==> src/rtl/counter_pkg.sv <==
// Shared encodings for the up/down modulo counter: boundary mode and count direction,
// plus sizing of the prescaler phase register.
package counter_pkg;

    typedef enum logic {
        WRAP = 1'b0,
        SAT  = 1'b1
    } bound_mode_e;

    typedef enum logic {
        DOWN = 1'b0,
        UP   = 1'b1
    } dir_e;

    // A divide-by-1 prescaler still keeps a 1-bit phase so the register is never zero-width.
    function automatic int unsigned phase_width(input int unsigned prescale);
        return (prescale > 1) ? $clog2(prescale) : 1;
    endfunction

endpackage

==> src/rtl/tick_prescaler.sv <==
// Emits a one-cycle tick every PRESCALE enabled cycles; phase holds while en=0.
// Tick is combinational from en and phase; sync_clr zeros the phase and suppresses the tick.
module tick_prescaler
    import counter_pkg::*;
#(
    parameter int unsigned PRESCALE = 1
) (
    input  logic clk,
    input  logic rst_n,
    input  logic en,
    input  logic sync_clr,
    output logic tick
);

    localparam int unsigned       PW   = phase_width(PRESCALE);
    localparam logic [PW-1:0]     LAST = PW'(PRESCALE - 1);

    logic [PW-1:0] phase;

    assign tick = en && !sync_clr && (phase == LAST);

    always_ff @(posedge clk or negedge rst_n) begin
        if (!rst_n) begin
            phase <= '0;
        end else if (sync_clr || tick) begin
            phase <= '0;
        end else if (en) begin
            phase <= phase + PW'(1);
        end
    end

endmodule

==> src/rtl/updown_mod_counter.sv <==
// Up/down counter over 0..MAX_VAL with wrap or saturate at the bounds, clear/load and a prescaled step.
// count, tc and at_bound are registered; with PRESCALE=1 a step lands on the first enabled edge.
module updown_mod_counter
    import counter_pkg::*;
#(
    parameter int unsigned      WIDTH    = 8,
    parameter logic [WIDTH-1:0] MAX_VAL  = {WIDTH{1'b1}},
    parameter int unsigned      PRESCALE = 1
) (
    input  logic             clk,
    input  logic             rst_n,
    input  logic             en,
    input  logic             up_dn,
    input  logic             sat,
    input  logic             clr,
    input  logic             load,
    input  logic [WIDTH-1:0] load_val,
    output logic [WIDTH-1:0] count,
    output logic             tc,
    output logic             at_bound
);

    dir_e             dir;
    bound_mode_e      mode;
    logic             step;
    logic             hit_bound;
    logic [WIDTH-1:0] count_nxt;
    logic             tc_nxt;
    logic             at_bound_nxt;

    assign dir  = dir_e'(up_dn);
    assign mode = bound_mode_e'(sat);

    // Clear and load both restart the prescale phase, so any pending step is dropped.
    tick_prescaler #(
        .PRESCALE (PRESCALE)
    ) u_prescaler (
        .clk      (clk),
        .rst_n    (rst_n),
        .en       (en),
        .sync_clr (clr | load),
        .tick     (step)
    );

    always_comb begin
        count_nxt = count;
        tc_nxt    = 1'b0;
        hit_bound = (dir == UP) ? (count == MAX_VAL) : (count == '0);
        if (clr) begin
            count_nxt = '0;
        end else if (load) begin
            count_nxt = (load_val > MAX_VAL) ? MAX_VAL : load_val;
        end else if (step) begin
            tc_nxt = hit_bound;
            if (dir == UP) begin
                count_nxt = !hit_bound ? count + WIDTH'(1) : ((mode == SAT) ? MAX_VAL : '0);
            end else begin
                count_nxt = !hit_bound ? count - WIDTH'(1) : ((mode == SAT) ? '0 : MAX_VAL);
            end
        end
        at_bound_nxt = (dir == UP) ? (count_nxt == MAX_VAL) : (count_nxt == '0);
    end

    always_ff @(posedge clk or negedge rst_n) begin
        if (!rst_n) begin
            count    <= '0;
            tc       <= 1'b0;
            at_bound <= 1'b0;
        end else begin
            count    <= count_nxt;
            tc       <= tc_nxt;
            at_bound <= at_bound_nxt;
        end
    end

endmodule

==> config.mk <==
export PLATFORM = sky130hd
export DESIGN_NAME = updown_mod_counter
export DESIGN_NICKNAME = d
export VERILOG_FILES = /design/src/rtl/counter_pkg.sv /design/src/rtl/tick_prescaler.sv /design/src/rtl/updown_mod_counter.sv
export SDC_FILE = /design/constraint.sdc
export NUM_CORES = 1
export LEC_CHECK = 0
export BUFFER_PORTS_ARGS = -buffer_cell sky130_fd_sc_hd__buf_4
export CORE_MARGIN = 5
export CORE_UTILIZATION = 47
export CTS_CLUSTER_DIAMETER = 120
export CTS_CLUSTER_SIZE = 30
export DETAILED_ROUTE_END_ITERATION = 8
export PLACE_DENSITY_LB_ADDON = 0.05
export REMOVE_ABC_BUFFERS = 1
export SLEW_MARGIN = 5
export SYNTH_ARGS = -nofsm -noshare
export SYNTH_HDL_FRONTEND = slang
export SYNTH_SLANG_ARGS = --single-unit
==> constraint.sdc <==
create_clock -name clk -period 2.65 [get_ports clk]
set_input_delay 0.1325 -clock clk [delete_from_list [all_inputs] [get_ports clk]]
set_output_delay 0.1325 -clock clk [all_outputs]
set_load 0.1 [all_outputs]
==> out/qor.csv, run 1 <==
metric,value,unit
result of the run,"complete, no violations",
Fin Hold WS,23.6,ps
hold path depth,2,
Cell Int Power,347,µW
total count of hold-check failures in the final report,0,
wire length of the first global-routing pass,4820,µm
largest fanout of any net on the critical path,3,
top cells by instance count after synthesis,"dfrtp_1 (11), nand2_1 (11), inv_1 (7)",
HPWL Detailed,2350,µm
Hold Crit Class,in2reg,
flop-to-flop setup slack,9,ps
Initial Utilization,0.496,
cells traversed along the worst timing path,inv_2 -> ha_2 -> or3b_2 -> o22a_1 -> nand3b_1 -> o2111a_2 -> or4b_4 -> nor3b_2 -> a41o_1,
peak ir drop on the vdd network,0.000407,V
worst setup margin,8.56,ps
gate count of the mapped netlist,111,
Total Nets Final,173,
area of the die,3080,µm²
clock net sink count,11,
minimum clock period,2640,ps
setup violators final,0,
asr flop ratio synth,1.00,
number of pins exceeding their max-slew limit in the final report,0,
ys flop type,dfrtp_1,
flip-flop and latch count after synthesis,11,
remaining design rule violation count,0,
LEAKAGE,0.649,nW
Tightest Pin Transition,453,ps
r2r worst-path depth,9,
height of the die,55.5,µm
post-detailed-route via-to-cell ratio,5.97,
wire length per cell,17.2,µm
Die X-Extent,55.5,µm
number of buffers inserted during clock tree synthesis,3,
area added between synthesis and finish,41.0,%
startpoint of the worst-slack reg-to-reg timing path,count[1],
starting DRC count in detailed routing,46,
aggregate global-route resource usage,0.196,
launching element type of the critical path,register,
root buffer cell,clkbuf_4,
Yosys warnings,0,
number of port buffers,24,
maximum number of pins on one net before global-route repair,17,
initial antenna violation count,0,
reg-to-reg endpoint,at_bound,
clock tree from TritonCTS,done,
CP max stage cell,or4b_4,
Arrival @ worst endpoint,2850,ps
number of global-route vias before repair,1055,
Post-Route Skew,2.71,ps
total wirelength of the detailed-routed design,3110,µm
first drt pass iteration count,4,
critical hold path startpoint,en,
share of power burned in combinational logic,0.484,
period utilisation layout,0.997,
cell taking the most area after synthesis,dfrtp_1,
count of boundary I/O pins,25,
worst setup slack before clock tree synthesis,17.2,ps
worst endpoint required time,2860,ps
number of diodes,0,
"top cells by area, synth","dfrtp_1 (28%), nand2_1 (4.2%), ha_1 (3.9%), nand2b_1 (3.2%), mux2i_1 (3.1%)",
number of H-tree levels,1,
max cap viols,0,
Crit Path Class,reg2reg,
number of flops mapped to enable cells by yosys,0,
average footprint of a synthesized cell,8.77,µm²
Synth cell types,49,
Seq pwr share,0.324,
clock latency of the later-clocked register in the worst-skew pair,270,ps
net switching fraction of the power,0.425,
FP Rows,16,
Critical Path Start,count[1],
power after layout,604,µW
maximum single-stage delay on the critical path,540,ps
clock transition at the registers of the reported paths,70,ps
RePlAce Congestion,0.940,
core box area,1960,µm²
overall via count from detail_route,1080,
Detail Route Antenna Nets,0,
filler cell count in the final layout,168,
highest clock frequency the design can meet,379,MHz
top-area cell type share of the netlist area,0.283,
type of destination of the critical path,register,
switching power total,257,µW
"buffers from clock root to sink, at most",2,
sum of overflow across all layers after global routing,0,
Hold EP,u_prescaler.phase,
area of the mapped netlist,973,µm²
power share of the clock group,0.192,
part of the Yosys area used for sequential elements,0.283,
share of layout cells above drive strength 1,0.396,
Max transition margin,0.696,
power density over cell area,440,nW/µm²
[power by group through the flow]
stage | registers [mW] | logic (mW) | clock network, mW
6_report | 0.195 | 0.292 | 0.116
5_1_grt | 0.197 | 0.308 | 0.128
3_5_place_dp | 0.197 | 0.272 | 0
2_1_floorplan | 0.278 | 0.0875 | 0
3_3_place_gp | 0.197 | 0.268 | 0
4_1_cts | 0.194 | 0.275 | 0.120
[sequential cells by signal, summed over array words and instances, names as in the netlist]
name and count:
u_prescaler.phase 1, count 8, tc 1, at_bound 1
[critical path, delay by kind of cell, from the launching register on]
kind                     cells  cell delay (ps)
adder cells (fa/ha/maj)      1              190
buffers and inverters        1              100
AND/OR/NAND/NOR              4             1340
AO/OA/AOI/OAI                3              520
flip-flops                   1              430
[final cells by class]
| type | count | area, µm² | area share |
|---|---|---|---|
| inverter | 7 | 26.3 | 0.0191 |
| clock buffer | 4 | 26.3 | 0.0191 |
| multi-input combinational | 86 | 663 | 0.483 |
| timing repair buffer | 46 | 348 | 0.253 |
| tap | 27 | 33.8 | 0.0246 |
| sequential | 11 | 275 | 0.201 |
[cell usage in the layout (no fill, tap or decap), types with 2 or more instances in the layout]
| master | count |
|---|---|
| mux2i_1 | 3 |
| nand2b_1 | 5 |
| nor4_1 | 3 |
| and3_1 | 2 |
| xnor2_1 | 2 |
| o21ai_0 | 2 |
| ha_1 | 2 |
| buf_4 | 45 |
| nand2_1 | 11 |
| nor2b_1 | 3 |
| xor2_1 | 2 |
| dfrtp_1 | 11 |
| nor4b_2 | 2 |
| clkbuf_4 | 3 |
| inv_2 | 2 |
| a22oi_1 | 2 |
| and4_1 | 2 |
| or4b_4 | 2 |
| a211oi_1 | 2 |
| nor2_1 | 5 |
| a21oi_1 | 4 |
| nor3_1 | 5 |
| o31ai_1 | 2 |
| inv_1 | 5 |
[layer usage]
metal	up-vias	GRT usage	wire [µm]
li1	505	-	-
met3	7	0.0373	215
met2	55	0.307	1550
met4	0	0.101	62
met1	513	0.252	1290
met5	-	0	0
[what timing repair did]
item                                    in CTS  in global routing
gates resized for setup                      0                  7
hold buffers                                 1                  0
pin swaps                                    1                  3
endpoints found under the hold margin       11                  0
buffers inserted                             1                  3
endpoints found under the setup margin       1                  1
[metrics by stage]
stage / TNS, ps / util / area, µm² / cells
3_5_place_dp: 0 / 0.651 / 1280 / 172
3_3_place_gp: 0 / 0.651 / 1280 / 172
2_1_floorplan: -471 / - / 936 / 104
5_1_grt: -38.1 / 0.700 / 1370 / 181
4_1_cts: 0 / 0.673 / 1320 / 178
6_report: 0 / 0.700 / 1370 / 181
[logic make-up (layout without fill, tap and decap cells)]
kind of cell,count (synthesis),after routing,synth area share
buffers and inverters,14,57,0.0656
AND/OR/NAND/NOR,47,47,0.290
flip-flops,11,11,0.283
XOR/XNOR,4,4,0.0360
adder cells (fa/ha/maj),3,3,0.0386
multiplexers,3,3,0.0308
AO/OA/AOI/OAI,29,29,0.256
[worst max path at each step]
| stage | depth (start not counted) | end |
|---|---|---|
| 3_5_place_dp | 9 | at_bound |
| 5_1_grt | 9 | at_bound |
| 3_3_place_gp | 9 | at_bound |
| 2_1_floorplan | 9 | at_bound |
| 6_report | 9 | at_bound |
| 4_1_cts | 9 | at_bound |
(Power assumes the default switching activity.)
==> inputs of run 2 (changes only) <==
--- a/config.mk
+++ b/config.mk
@@ -5,7 +5,8 @@
 export SDC_FILE = /design/constraint.sdc
 export NUM_CORES = 1
 export LEC_CHECK = 0
-export BUFFER_PORTS_ARGS = -buffer_cell sky130_fd_sc_hd__buf_4
+export BUFFER_PORTS_ARGS = -buffer_cell sky130_fd_sc_hd__buf_2
+export CAP_MARGIN = 20
 export CORE_MARGIN = 5
 export CORE_UTILIZATION = 47
 export CTS_CLUSTER_DIAMETER = 120
==> run 2 against run 1 <==
  * Cell count down 4.4%
  * Maximum frequency up 3.7%
  * Core utilization down 5.7 points
  * Clock power about the same
  * Via count down 4.1%
  * Worst hold slack better by 38 ps
  * Critical endpoint unchanged
  * Non-clock buffer count down 8
  * Highest routed layer unchanged
  * Register-to-register slack better by 90 ps
  * Sequential share of layout area up 2.0 points
  * Combinational power down 11%
  * Routed wire length down 6.3%
  * Critical path depth down 2
  * Largest power group unchanged
==> out/qor.csv, run 2 (same netlist as run 1, synthesis figures left out) <==
metric,value,unit
result of the run,"complete, no violations",
clock net sink count,11,
number of buffers inserted during clock tree synthesis,3,
total count of hold-check failures in the final report,0,
aggregate negative setup slack,0,ps
type of destination of the critical path,register,
"commonest non-fill, non-tap cell in the layout",buf_2,
Max transition margin,0.672,
"number of standard cells in the layout, taps in and fillers out",173,
Tightest Pin Transition,495,ps
end-of-flow core utilization,0.642,
RePlAce Congestion,0.969,
power density over cell area,455,nW/µm²
first drt pass iteration count,4,
count of boundary I/O pins,25,
number of diodes,0,
setup violators final,0,
starting DRC count in detailed routing,41,
Post-Route Skew,9.52,ps
post-detailed-route via-to-cell ratio,5.99,
LEAKAGE,0.601,nW
area added between synthesis and finish,29.4,%
total wirelength of the detailed-routed design,2920,µm
FP Rows,16,
max cap viols,0,
Hold Crit Class,in2reg,
Critical Path Start,u_prescaler.phase,
CP max stage cell,or4b_4,
critical hold path startpoint,en,
summed area of non-filler cells in the final layout,1260,µm²
area of the die,3080,µm²
area of the multi-input gates,668,µm²
largest fanout of any net on the critical path,6,
height of the die,55.5,µm
max FFs per register,8,
worst setup margin,102,ps
maximum single-stage delay on the critical path,540,ps
initial antenna violation count,0,
clock transition at the registers of the reported paths,80,ps
"buffers from clock root to sink, at most",2,
Initial Utilization,0.496,
Detail Route Antenna Nets,0,
area of placed instances,1180,µm²
worst endpoint required time,2870,ps
number of global-route vias before repair,989,
launching element type of the critical path,register,
peak ir drop on the vdd network,0.000388,V
maximum number of pins on one net before global-route repair,17,
number of pins exceeding their max-slew limit in the final report,0,
clock tree from TritonCTS,done,
worst setup slack before clock tree synthesis,8.77,ps
overall via count from detail_route,1036,
period utilisation layout,0.962,
Arrival @ worst endpoint,2760,ps
filler cell count in the final layout,190,
highest clock frequency the design can meet,392,MHz
"commonest non-fill, non-tap cells in the layout","buf_2 (24), buf_4 (13), nand2_1 (11), dfrtp_1 (9)",
startpoint of the worst-slack reg-to-reg timing path,u_prescaler.phase,
number of H-tree levels,1,
wire length per cell,16.9,µm
minimum clock period,2550,ps
area used by sequential logic in the layout,278,µm²
cells traversed along the worst timing path,or4b_4 -> a221oi_4 -> a31oi_1 -> o2111a_1 -> or4b_4 -> nor3b_2 -> a41o_1,
wire length of the first global-routing pass,4800,µm
sum of overflow across all layers after global routing,0,
HPWL Detailed,2300,µm
Total Nets Final,165,
r2r worst-path depth,7,
"Most flops, register",count,
Die X-Extent,55.5,µm
core box area,1960,µm²
most frequent cell on the critical path,or4b_4,
remaining design rule violation count,0,
hold path depth,2,
aggregate global-route resource usage,0.195,
clock latency of the later-clocked register in the worst-skew pair,270,ps
power after layout,573,µW
share of layout cells above drive strength 1,0.384,
number of port buffers,24,
Crit Path Class,reg2reg,
Placed Instances,167,
root buffer cell,clkbuf_4,
Fin Hold WS,61.8,ps
-- run 2: routing by layer --
layer  vias to the layer above  GRT usage  share of wire
li1                        491          -              -
met1                       501      0.258           0.42
met2                        38      0.313           0.49
met3                         6     0.0303          0.068
met4                         0     0.0799          0.021
met5                         -          0              0
-- run 2: worst max-delay path: cells and delay by family, from the launching register on --
kind / cells / cell delay, ps
simple gates: 3 / 1200
compound gates: 4 / 890
flops: 1 / 420
-- run 2: report_power, final --
group	switching, mW	internal, mW
sequential	0.0183	0.179
clock	0.0574	0.0583
combinational	0.173	0.0872
-- run 2: what timing repair did --
action / 4_1_cts / 5_1_grt
pin swaps: 1 / 5
setup buffers: 1 / 1
gates resized for setup: 0 / 12
cloned: 0 / 0
hold endpoints to repair: 11 / 0
endpoints found under the setup margin: 1 / 1
hold buffers: 1 / 0
-- run 2: area by class of cell --
cell class                      instances  share of cell area
Multi-Input combinational cell         86               0.530
Sequential cell                        11               0.220
Timing Repair Buffer                   38               0.181
Tap cell                               27              0.0268
Clock buffer                            4              0.0209
Inverter                                7              0.0209
-- run 2: final timing paths --
path | end | slack [ps]
worst max-delay path | at_bound | 100
worst min-delay path | u_prescaler.phase | 60
worst max register to register | at_bound | 100
worst min register to register | u_prescaler.phase | 610
max in group asynchronous | count[0] | 2180
min in group asynchronous | count[4] | 250
==> inputs of run 3 (changes only) <==
--- a/config.mk
+++ b/config.mk
@@ -12,6 +12,7 @@
 export CTS_CLUSTER_DIAMETER = 120
 export CTS_CLUSTER_SIZE = 30
 export DETAILED_ROUTE_END_ITERATION = 8
+export GPL_TIMING_DRIVEN = 0
 export PLACE_DENSITY_LB_ADDON = 0.05
 export REMOVE_ABC_BUFFERS = 1
 export SLEW_MARGIN = 5
==> run 3 against run 2 <==
  * Via count decreased by 3.9%
  * Maximum frequency decreased by 2.5%
  * Clock power decreased by 5%
  * Die area unchanged
  * Sequential cell count unchanged
  * Global-route usage decreased by 1.3 points
  * Combinational power decreased by 5%
  * Register-to-register slack got worse by 70 ps
  * Clock skew decreased by 8.0 ps
  * Critical endpoint unchanged
  * Count of clock-buffer cells in the layout unchanged
  * Worst hold slack got worse by 18 ps
  * Sequential power increased by 5%
==> out/qor.csv, run 3 (same netlist as run 1, synthesis figures left out) <==
metric,value,unit
result of the run,"complete, no violations",
clock tree from TritonCTS,done,
LEAKAGE,0.573,nW
number of buffers inserted during clock tree synthesis,3,
post-detailed-route via-to-cell ratio,5.93,
launching element type of the critical path,register,
"Most flops, register",count,
share of layout cells above drive strength 1,0.383,
overall via count from detail_route,996,
clock net sink count,11,
root buffer cell,clkbuf_4,
FP Rows,16,
"commonest non-fill, non-tap cells in the layout","buf_2 (24), nand2_1 (11), dfrtp_1 (8), buf_4 (8), inv_1 (6)",
height of the die,55.5,µm
max FFs per register,8,
area of placed instances,1090,µm²
number of port buffers,24,
area added between synthesis and finish,27.4,%
Crit Path Class,reg2reg,
total count of hold-check failures in the final report,0,
Post-Route Skew,1.54,ps
clock transition at the registers of the reported paths,60,ps
area of the die,3080,µm²
sum of overflow across all layers after global routing,0,
starting DRC count in detailed routing,19,
Max transition margin,0.458,
Die X-Extent,55.5,µm
Arrival @ worst endpoint,2820,ps
highest clock frequency the design can meet,382,MHz
largest fanout of any net on the critical path,6,
core box area,1960,µm²
Detail Route Antenna Nets,0,
aggregate global-route resource usage,0.182,
period utilisation layout,0.987,
clock latency of the later-clocked register in the worst-skew pair,270,ps
number of diodes,0,
number of H-tree levels,1,
"buffers from clock root to sink, at most",2,
max cap viols,0,
setup violators final,0,
count of boundary I/O pins,25,
Hold Crit Class,in2reg,
Initial Utilization,0.496,
first drt pass iteration count,4,
initial antenna violation count,0,
wire length of the first global-routing pass,4460,µm
total wirelength of the detailed-routed design,2750,µm
remaining design rule violation count,0,
number of pins exceeding their max-slew limit in the final report,0,
type of destination of the critical path,register,
Tightest Pin Transition,811,ps
filler cell count in the final layout,196,
power density over cell area,454,nW/µm²
Fin Hold WS,43.9,ps
minimum clock period,2610,ps
RSZ-0062 raised after global routing,yes,
RePlAce Congestion,0.815,
number of global-route vias before repair,908,
wire length per cell,16.4,µm
summed area of non-filler cells in the final layout,1240,µm²
Total Nets Final,160,
"commonest non-fill, non-tap cell in the layout",buf_2,
worst endpoint required time,2860,ps
peak ir drop on the vdd network,0.000456,V
maximum number of pins on one net before global-route repair,18,
HPWL Detailed,1960,µm
[run 3: cell count changes in the layout (fill, tap and decap cells not counted), sizes merged]
cell,change
buf,-5
[run 3: final cells by class]
type / instances / area (µm²) / area share
multi-input cells: 86 / 684 / 0.552
flip-flops and latches: 11 / 279 / 0.225
inverters: 7 / 26.3 / 0.0212
repair buffers: 33 / 190 / 0.153
well taps: 27 / 33.8 / 0.0272
clock buffers: 4 / 26.3 / 0.0212
[run 3: power breakdown]
part	internal, mW	leakage, nW	switching, mW
Sequential	0.179	0.142	0.0261
Combinational	0.0813	0.416	0.166
Clock	0.0583	0.0150	0.0521
[run 3: per-stage QoR]
step	util	total power [mW]	worst slack, ps	setup TNS, ps	cells
floorplan	-	0.366	-471	-471	104
global placement	0.555	0.420	-168	-168	155
detailed placement	0.555	0.424	-215	-215	155
CTS	0.600	0.549	7.53	0	164
global route	0.632	0.596	-91.9	-91.9	168
finish	0.632	0.563	35.3	0	168
[run 3: critical path, cell delays in order, from the launching register on]
cell and delay [ps]:
dfrtp_1 440, ha_4 200, and4_2 260, a221oi_4 430, a21oi_2 110, o2111a_2 300, or4b_4 540, nor3b_2 170
a41o_1 110
[run 3: per-layer routing]
metal / wire length [µm] / track usage / share of wire / vias up
li1: - / - / - / 480
met1: 1290 / 0.249 / 0.47 / 480
met2: 1280 / 0.282 / 0.46 / 28
met3: 118 / 0.0163 / 0.043 / 8
met4: 63 / 0.0938 / 0.023 / 0
met5: 0 / 0 / 0 / -
[run 3: final timing paths]
path | cells after the start | slack, ps | endpoint | startpoint
max | 8 | 40 | at_bound | count[1]
min | 2 | 40 | u_prescaler.phase | en
min reg2reg | 1 | 590 | u_prescaler.phase | u_prescaler.phase
min in group asynchronous | 2 | 250 | count[5] | rst_n
max reg2reg | 8 | 40 | at_bound | count[1]
max in group asynchronous | 2 | 2180 | count[2] | rst_n
[run 3: repair_timing]
action	CTS	global route
setup endpoints to repair	1	1
gates resized for setup	6	8
hold endpoints to repair	11	0
pin swaps	1	5
hold buffers	1	0
buffers inserted	4	4
